--- config.mk ---
export PLATFORM = sky130hd
export DESIGN_NAME = fetch_stage
export DESIGN_NICKNAME = d
export VERILOG_FILES = /design/src/rtl/cpu_pkg.sv /design/src/rtl/if_id_reg.sv /design/src/rtl/fetch_stage.sv
export SDC_FILE = /design/constraint.sdc
export NUM_CORES = 1
export LEC_CHECK = 0
export ABC_AREA = 1
export CAP_MARGIN = 5
export CELL_PAD_IN_SITES_DETAIL_PLACEMENT = 1
export CELL_PAD_IN_SITES_GLOBAL_PLACEMENT = 1
export CORE_MARGIN = 8
export CORE_UTILIZATION = 38
export DETAILED_ROUTE_END_ITERATION = 10
export GPL_ROUTABILITY_DRIVEN = 0
export PLACE_DENSITY_LB_ADDON = 0.1
export SLEW_MARGIN = 20
export SYNTH_ARGS = -nofsm -noshare
export SYNTH_HDL_FRONTEND = slang
export SYNTH_HIERARCHICAL = 1
export SYNTH_SLANG_ARGS = --single-unit
--- constraint.sdc ---
create_clock -name clk -period 2.81 [get_ports clk]
set_clock_uncertainty 0.05 [all_clocks]
set_input_delay 0.562 -clock clk [delete_from_list [all_inputs] [get_ports clk]]
set_output_delay 0.562 -clock clk [all_outputs]
set_load 0.01 [all_outputs]
--- src/rtl/cpu_pkg.sv ---
`default_nettype none
// ============================================================================
// Module      : cpu_pkg
// Description : Shared definitions for the 5-stage MIPS pipeline front end.
//               Holds the fetch-stage state encoding, the reset PC, the
//               bubble instruction and the sequential PC step.
// Revision    : 1.0 - initial release
// ============================================================================
package cpu_pkg;

  // Fetch sequencer states. Explicit 2-bit encoding.
  typedef enum logic [1:0] {
    FS_IDLE = 2'd0,  // post-reset, no request outstanding
    FS_WAIT = 2'd1,  // request to pc_f outstanding
    FS_HOLD = 2'd2,  // fetched word parked while decode is stalled
    FS_DROP = 2'd3   // outstanding response belongs to a squashed path
  } fetchState_t;

  localparam logic [31:0] c_resetPc  = 32'h0000_0000;
  localparam logic [31:0] c_nopInstr = 32'h0000_0000;
  localparam logic [31:0] c_pcStep   = 32'd4;

  // Sequential successor; wraps modulo 2^32 and passes the low bits through.
  function automatic logic [31:0] pcNext(input logic [31:0] pc);
    return pc + c_pcStep;
  endfunction

endpackage
`default_nettype wire

--- src/rtl/if_id_reg.sv ---
`default_nettype none
// ============================================================================
// Module      : if_id_reg
// Description : IF/ID pipeline register (instruction, PC, PC+4, valid).
//               Priority: rst > flush > load > hold.
// Ports       : clk, rst            - clock, synchronous active-high reset
//               flush               - load a bubble (NOP, valid=0)
//               load                - capture instrIn/pcIn/pcPlus4In, valid=1
//               instrIn/pcIn/pcPlus4In - incoming fetch packet
//               instr/pc/pcPlus4/valid - register contents seen by decode
// Revision    : 1.0 - initial release
// ============================================================================
module if_id_reg
  import cpu_pkg::*;
#(
  parameter logic [31:0] NOP_INSTR = c_nopInstr
) (
  input  logic        clk,
  input  logic        rst,
  input  logic        flush,
  input  logic        load,
  input  logic [31:0] instrIn,
  input  logic [31:0] pcIn,
  input  logic [31:0] pcPlus4In,
  output logic [31:0] instr,
  output logic [31:0] pc,
  output logic [31:0] pcPlus4,
  output logic        valid
);

  logic [31:0] r_instr;
  logic [31:0] r_pc;
  logic [31:0] r_pcPlus4;
  logic        r_valid;

  always_ff @(posedge clk) begin
    if (rst) begin
      r_instr   <= NOP_INSTR;
      r_pc      <= 32'd0;
      r_pcPlus4 <= 32'd0;
      r_valid   <= 1'b0;
    end else if (flush) begin
      // Bubble keeps the stale PC fields; only instr/valid matter downstream.
      r_instr   <= NOP_INSTR;
      r_valid   <= 1'b0;
    end else if (load) begin
      r_instr   <= instrIn;
      r_pc      <= pcIn;
      r_pcPlus4 <= pcPlus4In;
      r_valid   <= 1'b1;
    end
  end

  assign instr   = r_instr;
  assign pc      = r_pc;
  assign pcPlus4 = r_pcPlus4;
  assign valid   = r_valid;

endmodule
`default_nettype wire

--- src/rtl/fetch_stage.sv ---
`default_nettype none
// ============================================================================
// Module      : fetch_stage
// Description : Instruction-fetch stage. Owns pc_f, the instruction-memory
//               request handshake, a one-entry hold buffer used while decode
//               is stalled, the pending redirect target used while a stale
//               response is drained, and the IF/ID register.
// Ports       : clk, rst              - clock, synchronous active-high reset
//               stall_f, stall_d      - hazard-unit stalls
//               pc_src_d, pc_branch_d - taken branch in ID and its target
//               jump_d, pc_jump_d     - jump in ID and its target (wins)
//               imem_req, imem_addr   - fetch request / address (= pc_f)
//               imem_ready, imem_rdata- memory accept and returned word
//               instr_d, pc_d, pc_plus4_d, valid_d - IF/ID contents
//               fetch_busy            - request outstanding without data
// Revision    : 1.0 - initial release
// ============================================================================
module fetch_stage
  import cpu_pkg::*;
#(
  parameter logic [31:0] RESET_PC  = c_resetPc,
  parameter logic [31:0] NOP_INSTR = c_nopInstr
) (
  input  logic        clk,
  input  logic        rst,
  input  logic        stall_f,
  input  logic        stall_d,
  input  logic        pc_src_d,
  input  logic [31:0] pc_branch_d,
  input  logic        jump_d,
  input  logic [31:0] pc_jump_d,
  output logic        imem_req,
  output logic [31:0] imem_addr,
  input  logic        imem_ready,
  input  logic [31:0] imem_rdata,
  output logic [31:0] instr_d,
  output logic [31:0] pc_d,
  output logic [31:0] pc_plus4_d,
  output logic        valid_d,
  output logic        fetch_busy
);

  fetchState_t r_state;
  logic        r_imemReq;
  logic [31:0] r_pcF;
  logic [31:0] r_pendPc;
  logic [31:0] r_holdInstr;
  logic [31:0] r_holdPc;

  logic        w_advance;
  logic        w_redirect;
  logic        w_handshake;
  logic [31:0] w_target;

  logic        w_idLoad;
  logic        w_idFlush;
  logic [31:0] w_idInstr;
  logic [31:0] w_idPc;

  // A stalled decode stage cannot act on its own branch, so redirects are
  // only honoured when stall_d is low. stall_f alone still blocks advance.
  assign w_advance   = !stall_f && !stall_d;
  assign w_redirect  = (pc_src_d || jump_d) && !stall_d;
  assign w_target    = jump_d ? pc_jump_d : pc_branch_d;
  assign w_handshake = r_imemReq && imem_ready;

  // IF/ID steering. Sources are either the live memory word or the hold
  // buffer; anything not loaded or flushed is held.
  always_comb begin
    w_idLoad  = 1'b0;
    w_idFlush = 1'b0;
    w_idInstr = imem_rdata;
    w_idPc    = r_pcF;
    case (r_state)
      FS_WAIT: begin
        if (w_redirect) begin
          w_idFlush = 1'b1;
        end else if (w_handshake) begin
          w_idLoad = w_advance;
        end else if (w_advance) begin
          w_idFlush = 1'b1;  // no data yet: decode gets a bubble
        end
      end
      FS_HOLD: begin
        if (w_redirect) begin
          w_idFlush = 1'b1;
        end else if (w_advance) begin
          w_idLoad  = 1'b1;
          w_idInstr = r_holdInstr;
          w_idPc    = r_holdPc;
        end
      end
      FS_DROP: begin
        // Nothing useful can reach decode until the squashed response drains.
        w_idFlush = w_redirect || w_advance;
      end
      default: begin
      end
    endcase
  end

  // Fetch sequencer, PC, hold buffer and pending target. imem_req is a
  // registered copy of (state is WAIT or DROP), so stalls never reach it
  // combinationally.
  always_ff @(posedge clk) begin
    if (rst) begin
      r_state     <= FS_IDLE;
      r_imemReq   <= 1'b0;
      r_pcF       <= RESET_PC;
      r_pendPc    <= RESET_PC;
      r_holdInstr <= NOP_INSTR;
      r_holdPc    <= RESET_PC;
    end else begin
      case (r_state)
        FS_IDLE: begin
          r_state   <= FS_WAIT;
          r_imemReq <= 1'b1;
        end
        FS_WAIT: begin
          if (w_handshake) begin
            if (w_redirect) begin
              r_pcF <= w_target;
            end else if (w_advance) begin
              r_pcF <= pcNext(r_pcF);
            end else begin
              r_holdInstr <= imem_rdata;
              r_holdPc    <= r_pcF;
              r_state     <= FS_HOLD;
              r_imemReq   <= 1'b0;
            end
          end else if (w_redirect) begin
            // Address must stay put until the outstanding beat completes.
            r_pendPc <= w_target;
            r_state  <= FS_DROP;
          end
        end
        FS_HOLD: begin
          if (w_redirect) begin
            r_pcF     <= w_target;
            r_state   <= FS_WAIT;
            r_imemReq <= 1'b1;
          end else if (w_advance) begin
            r_pcF     <= pcNext(r_holdPc);
            r_state   <= FS_WAIT;
            r_imemReq <= 1'b1;
          end
        end
        FS_DROP: begin
          if (w_handshake) begin
            // A redirect arriving on the draining beat is the newest target.
            r_pcF   <= w_redirect ? w_target : r_pendPc;
            r_state <= FS_WAIT;
          end else if (w_redirect) begin
            r_pendPc <= w_target;
          end
        end
        default: begin
          r_state   <= FS_IDLE;
          r_imemReq <= 1'b0;
        end
      endcase
    end
  end

  if_id_reg #(
    .NOP_INSTR (NOP_INSTR)
  ) u_ifId (
    .clk       (clk),
    .rst       (rst),
    .flush     (w_idFlush),
    .load      (w_idLoad),
    .instrIn   (w_idInstr),
    .pcIn      (w_idPc),
    .pcPlus4In (pcNext(w_idPc)),
    .instr     (instr_d),
    .pc        (pc_d),
    .pcPlus4   (pc_plus4_d),
    .valid     (valid_d)
  );

  assign imem_req   = r_imemReq;
  assign imem_addr  = r_pcF;
  assign fetch_busy = r_imemReq && !imem_ready;

endmodule
`default_nettype wire

# Word level (Yosys, flattened, before mapping)
# Cells that the tools add are included.
dict set report word_totals {
  register_bits 228
  in_bits 103
  out_inout_bits 131
  word_cells 86
}
dict set report op_classes {
  add_sub_neg 3
  n_eq_ne 12
  n_mux 38
  bitwise 3
  reduce_logical 20
}
# op n
set ops {}
lappend ops {{32-bit two-way mux} 14}
lappend ops {{32-bit by 3-bit adder with 32-bit output, second input constant} 3}
lappend ops {{32-bit case mux with 3 select lines} 1}
lappend ops {{3-bit inequality test, second input constant} 5}
lappend ops {{5-bit AND reduction} 3}
lappend ops {{2-bit two-way mux} 7}
lappend ops {{1-bit two-way mux} 12}
lappend ops {{2-bit inequality test, second input constant} 4}
lappend ops {{2-bit case mux with 4 select lines} 1}
lappend ops {{1-bit case mux with 3 select lines} 2}
lappend ops {{3-bit nonzero test} 2}
lappend ops {{2-bit equality test, second input constant} 2}
lappend ops {{1-bit logical AND} 4}
lappend ops {{2-bit AND reduction} 2}
lappend ops {{2-bit OR reduction} 2}
lappend ops {{1-bit zero test} 3}
lappend ops {{1-bit NOT} 3}
lappend ops {{3-bit AND reduction} 1}
lappend ops {{2-bit by 1-bit equality test with 1-bit output, second input constant} 1}
lappend ops {{2-bit zero test} 1}
lappend ops {{1-bit logical OR} 2}
lappend ops {{1-bit case mux with 2 select lines} 1}

# Depth between registers and ports, before layout
dict set report logic_depth {
  word_depth 8
  depth_mapped 18
  ltp_nobuf 18
}

# Hierarchy
# The synthesis kept the hierarchy.
# mod instances cells_each area_each_um2 seq_area_each_um2
set modules_own_cells {}
lappend modules_own_cells {fetch_stage 1 1775 10306.1 2622.5}
lappend modules_own_cells {if_id_reg 1 557 4199.0 1941.9}

# Worst setup path after synthesis
# OpenSTA, ideal clock, no wires.
dict set report synth_timing {
  kind {input to register}
  from {input port jump_d}
  to {register u_ifId.r_pcPlus4[18] (netlist: u_ifId/pcPlus4[18])}
  setup_time_ns 0.113
  arrival_ns 2.396
  t_required_ns 2.647
  path_slack_ns 0.252
  path_stages 15
  path_buffers 1
  cell_sequence {buf_6 > o21ai_1 > nand2_2 > o21ai_1 > inv_1 > ha_1 > inv_1 > nor2_4 > nand2_1 > nor2_1 > xor2_1 > inv_1 > nand3_2 > nand2_1 > nor2_1}
}
dict set report synth_via {
  elab_cells_between_ends 14
  classes_between {add/sub: 1; mux: 8; bitwise: 1; reduce/logical: 4}
}
# element line
set synth_rtl {}
lappend synth_rtl {{from (decl)} fetch_stage.sv:30} ;# input logic jump_d,
lappend synth_rtl {{1-bit logical OR} fetch_stage.sv:63} ;# assign w_redirect = (pc_src_d || jump_d) && !stall_d;
lappend synth_rtl {{1-bit logical AND} fetch_stage.sv:63}
lappend synth_rtl {{32-bit two-way mux} fetch_stage.sv:85} ;# if (w_redirect) begin
lappend synth_rtl {{32-bit two-way mux} fetch_stage.sv:74} ;# case (r_state)
lappend synth_rtl {{net w_idPc[2]} fetch_stage.sv:58} ;# logic [31:0] w_idPc;
lappend synth_rtl {{32-bit by 3-bit adder with 32-bit output} cpu_pkg.sv:25} ;# return pc + c_pcStep;
lappend synth_rtl {{to (signal assigned)} if_id_reg.sv:49} ;# r_pcPlus4 <= pcPlus4In;
lappend synth_rtl {{to (decl)} if_id_reg.sv:33} ;# logic [31:0] r_pcPlus4;
# The timed path passes the listed nets, and every way through them passes these cells.
# A chain may end at the register's enable or synchronous reset.

# Final worst setup path
dict set report layout_timing {
  from {input port stall_d}
  to {register u_ifId.r_pcPlus4[14] (netlist: u_ifId/pcPlus4[14])}
}
dict set report layout_via {
  elab_cells_between_ends 19
  classes_between {add/sub: 1; mux: 12; bitwise: 1; reduce/logical: 5}
}
# element line
set layout_rtl {}
lappend layout_rtl {{from (decl)} fetch_stage.sv:27} ;# input logic stall_d,
lappend layout_rtl {{1-bit zero test (*)} {fetch_stage.sv:62, fetch_stage.sv:63}}
lappend layout_rtl {{1-bit logical AND} fetch_stage.sv:62} ;# assign w_advance = !stall_f && !stall_d;
lappend layout_rtl {{32-bit two-way mux} -}
lappend layout_rtl {{32-bit two-way mux (*)} fetch_stage.sv:85}
lappend layout_rtl {{32-bit two-way mux (*)} fetch_stage.sv:74}
lappend layout_rtl {{net w_idPc[2]} fetch_stage.sv:58}
lappend layout_rtl {{32-bit by 3-bit adder with 32-bit output (*)} cpu_pkg.sv:25}
# The timed path passes the listed nets; every way through them passes the cells marked *.

==> flow_metrics.tcl <==
set metrics [dict create \
    syn_to_final_growth_pct 33.55 \
    synth_cell_type_count 45 \
    hpwl_um 46190 \
    syn_area_um2 14510 \
    synth_top_cells_by_count "nand2_1 (675), nor2_1 (386), dfxtp_1 (228), inv_1 (193), nand3_1 (157)" \
    critPathLaunchType "input port" \
    nNetsFinal 2760 \
    worstPathRequired_ns 3.26 \
    timing.hold.ws_ns 0.4130 \
    postCtsSetupBuffers 0 \
    max_freq_ghz 0.3890 \
    syn_nets 2442 \
    dominantRegCellSynth "dfxtp_1" \
    routed_via_density 5.183 \
    critical_path_class "in2reg" \
    overflow 0 \
    htree_num_levels 1 \
    antenna_found_initial 0 \
    ys_seq_area_frac 0.3147 \
    ys.warnings.count 6 \
    synthArstFlopShare 0 \
    grt_usage 0.2591 \
    yosysMostFrequentCell "nand2_1" \
    synth_area_leaders "dfxtp_1 (31%), nand2_1 (17%), nor2_1 (10%)" \
    finalCritPeriodShare 0.9148 \
    place_ws_ns -0.3586 \
    cts_tree "done" \
    hp-class "reg2reg" \
    power_leakage_uw 0.007628 \
    clock-sinks 228 \
    report.final.slew_viol_count 0 \
    synthCells 2332 \
    synth_seq_cells 228 \
    antenna_left 0 \
    yosys.area.top_type_share 0.3147 \
    grt_max_degree 85 \
    num_vias 16500 \
    nFillCells 5065 \
    cts.path.max_buffers 3 \
    status "finished, final reports clean" \
    cts-root-buf "clkbuf_16" \
    period_minus_slack_ns 2.571 \
    rows 71 \
    wire_per_inst_um 18.72 \
    yosysTopAreaCell "dfxtp_1" \
    powerDensity_nw_per_um2 749.2 \
    clk_pin_slew_ns 0.06 \
    grt_pass1_wl_um 94160 \
    ir_drop_uv 459.9 \
    hold_viol_final 0 \
    synth_edf_count 0 \
    max_slew_margin 0.4858 \
    rsz0062_at_grt "no" \
    setup_ws_ns 0.2394 \
    die-height_um 211.4 \
    port_buffers 233 \
    critPathCaptureType "flop" \
    tightest_slew_ns 0.7713 \
    dieArea_um2 44680 \
    cts_buffers 28 \
    die_w_um 211.4 \
    drtIter0Drc 927 \
    clock_latency_ns 0.58 \
    avgSynthCellArea_um2 6.220 \
    io_pins 234 \
    start_util 0.3851 \
    routed_wl_um 59590 \
    worstPathMaxFanout 15 \
    core_um2 37670 \
    grt_pass1_vias 17380 \
    route.detailed.drc 0 \
    layout-drive-gt1-share 0.1408 \
    first_pass_iters 5 \
    setup_viol 0 \
    maxCapViolCount 0 \
    worst_ep_arrival_time_ns 3.03 \
]
==> power breakdown <==
| group | internal [uW] | leakage [uW] | switching (uW) |
|---|---|---|---|
| clock | 1990 | 0.000422 | 1570 |
| combinational | 2640 | 0.00535 | 3940 |
| sequential | 3740 | 0.00185 | 623 |
| total | 8380 | 0.00763 | 6140 |
==> path summary, 6_finish.rpt <==
path	from	to	slack (ns)	cells after the start
setup / recovery	stall_d	u_ifId/pcPlus4[14]	0.24	18
hold / removal	u_ifId/instr[22]	u_ifId/instr[22]	0.41	2
hold reg to reg	u_ifId/instr[22]	u_ifId/instr[22]	0.41	2
setup reg to reg	r_state[0]	u_ifId/pcPlus4[29]	0.26	18
==> timing repair <==
item | in CTS | in global routing
gates resized for setup | 0 | 5
endpoints found under the setup margin | 0 | 12
hold buffers | 0 | 0
==> layer usage <==
metal  up-vias  wire (um)  global-route usage
met5         -          0                   0
met4         0       2308              0.1030
met3       122       2481             0.02632
met2       378      28880              0.4581
met1      7901      25920              0.3196
li1       8095          -                   -
==> worst max-delay path, stage by stage <==
cell             delay, ns
clkdlybuf4s50_1       0.50
nor2_4                0.21
buf_12                0.17
nand2_1               0.05
o21ai_0               0.11
o21ai_1               0.14
inv_1                 0.10
ha_1                  0.21
inv_1                 0.10
nor2_4                0.15
inv_2                 0.05
nor2_2                0.16
buf_4                 0.14
xor2_1                0.13
inv_1                 0.06
nand3_2               0.05
nand2_1               0.05
nor2_1                0.10
==> cell type report <==
| cell class | count | area (um2) | share of cell area |
|---|---|---|---|
| clock buffers | 38 | 758.2 | 0.03914 |
| inverters | 202 | 758.2 | 0.03914 |
| multi-input cells | 1774 | 8548 | 0.4413 |
| well taps | 511 | 639.4 | 0.03300 |
| flip-flops and latches | 228 | 4564 | 0.2356 |
| repair buffers | 416 | 3976 | 0.2053 |
| diodes | 1 | 2.502 | 0.0001292 |
| clock inverters | 13 | 125.1 | 0.006459 |
==> sequential cells by signal (all words and copies together), names as in the netlist <==
name	flops
u_ifId/instr	32
u_ifId/pc	32
u_ifId/valid	1
r_state	2
r_pendPc	32
imem_addr	32
r_holdInstr	32
u_ifId/pcPlus4	32
r_holdPc	32
imem_req	1
==> layout by cell type (no fill, tap or decap), types with 4 or more instances in the layout <==
| cell type | count |
|---|---|
| a31oi_1 | 12 |
| clkbuf_1 | 8 |
| nor3_1 | 4 |
| xnor2_1 | 6 |
| o21ai_1 | 11 |
| buf_12 | 22 |
| inv_1 | 191 |
| nand3_2 | 60 |
| a21oi_1 | 117 |
| mux2i_1 | 34 |
| clkinvlp_4 | 4 |
| nor2_2 | 18 |
| a211oi_1 | 39 |
| nand2_4 | 5 |
| clkdlybuf4s50_1 | 232 |
| ha_1 | 6 |
| nor2_1 | 382 |
| clkinv_2 | 7 |
| buf_4 | 161 |
| clkbuf_16 | 28 |
| nor2_4 | 9 |
| o21ai_0 | 154 |
| nand3_1 | 157 |
| xor2_1 | 11 |
| dfxtp_1 | 228 |
| o21ai_2 | 8 |
| nand2_2 | 33 |
| o211ai_1 | 5 |
| nand2_1 | 675 |
| nand4_1 | 6 |
| inv_2 | 9 |
==> per-stage QoR <==
stage          instance area [um2]  utilization  total power [uW]  cells  TNS [ns]
2_1_floorplan                14510            -              7801   2332         0
5_1_grt                      19370       0.5143             15400   3182         0
3_3_place_gp                 18480       0.4905             10750   3131    -14.76
6_report                     19370       0.5143             14510   3183         0
3_5_place_dp                 18480       0.4905             10940   3131    -21.95
4_1_cts                      19360       0.5140             14550   3182         0
==> cell families after synthesis <==
logic type,synth area share
AOI/OAI and AO/OA,0.1373
xor gates and xnor gates,0.01026
adders and majority gates,0.006038
buffers and inverters,0.09877
DFF,0.3147
muxes,0.02346
and+or+nand+nor,0.4095
No activity file was read; power rests on OpenSTA's default activity.
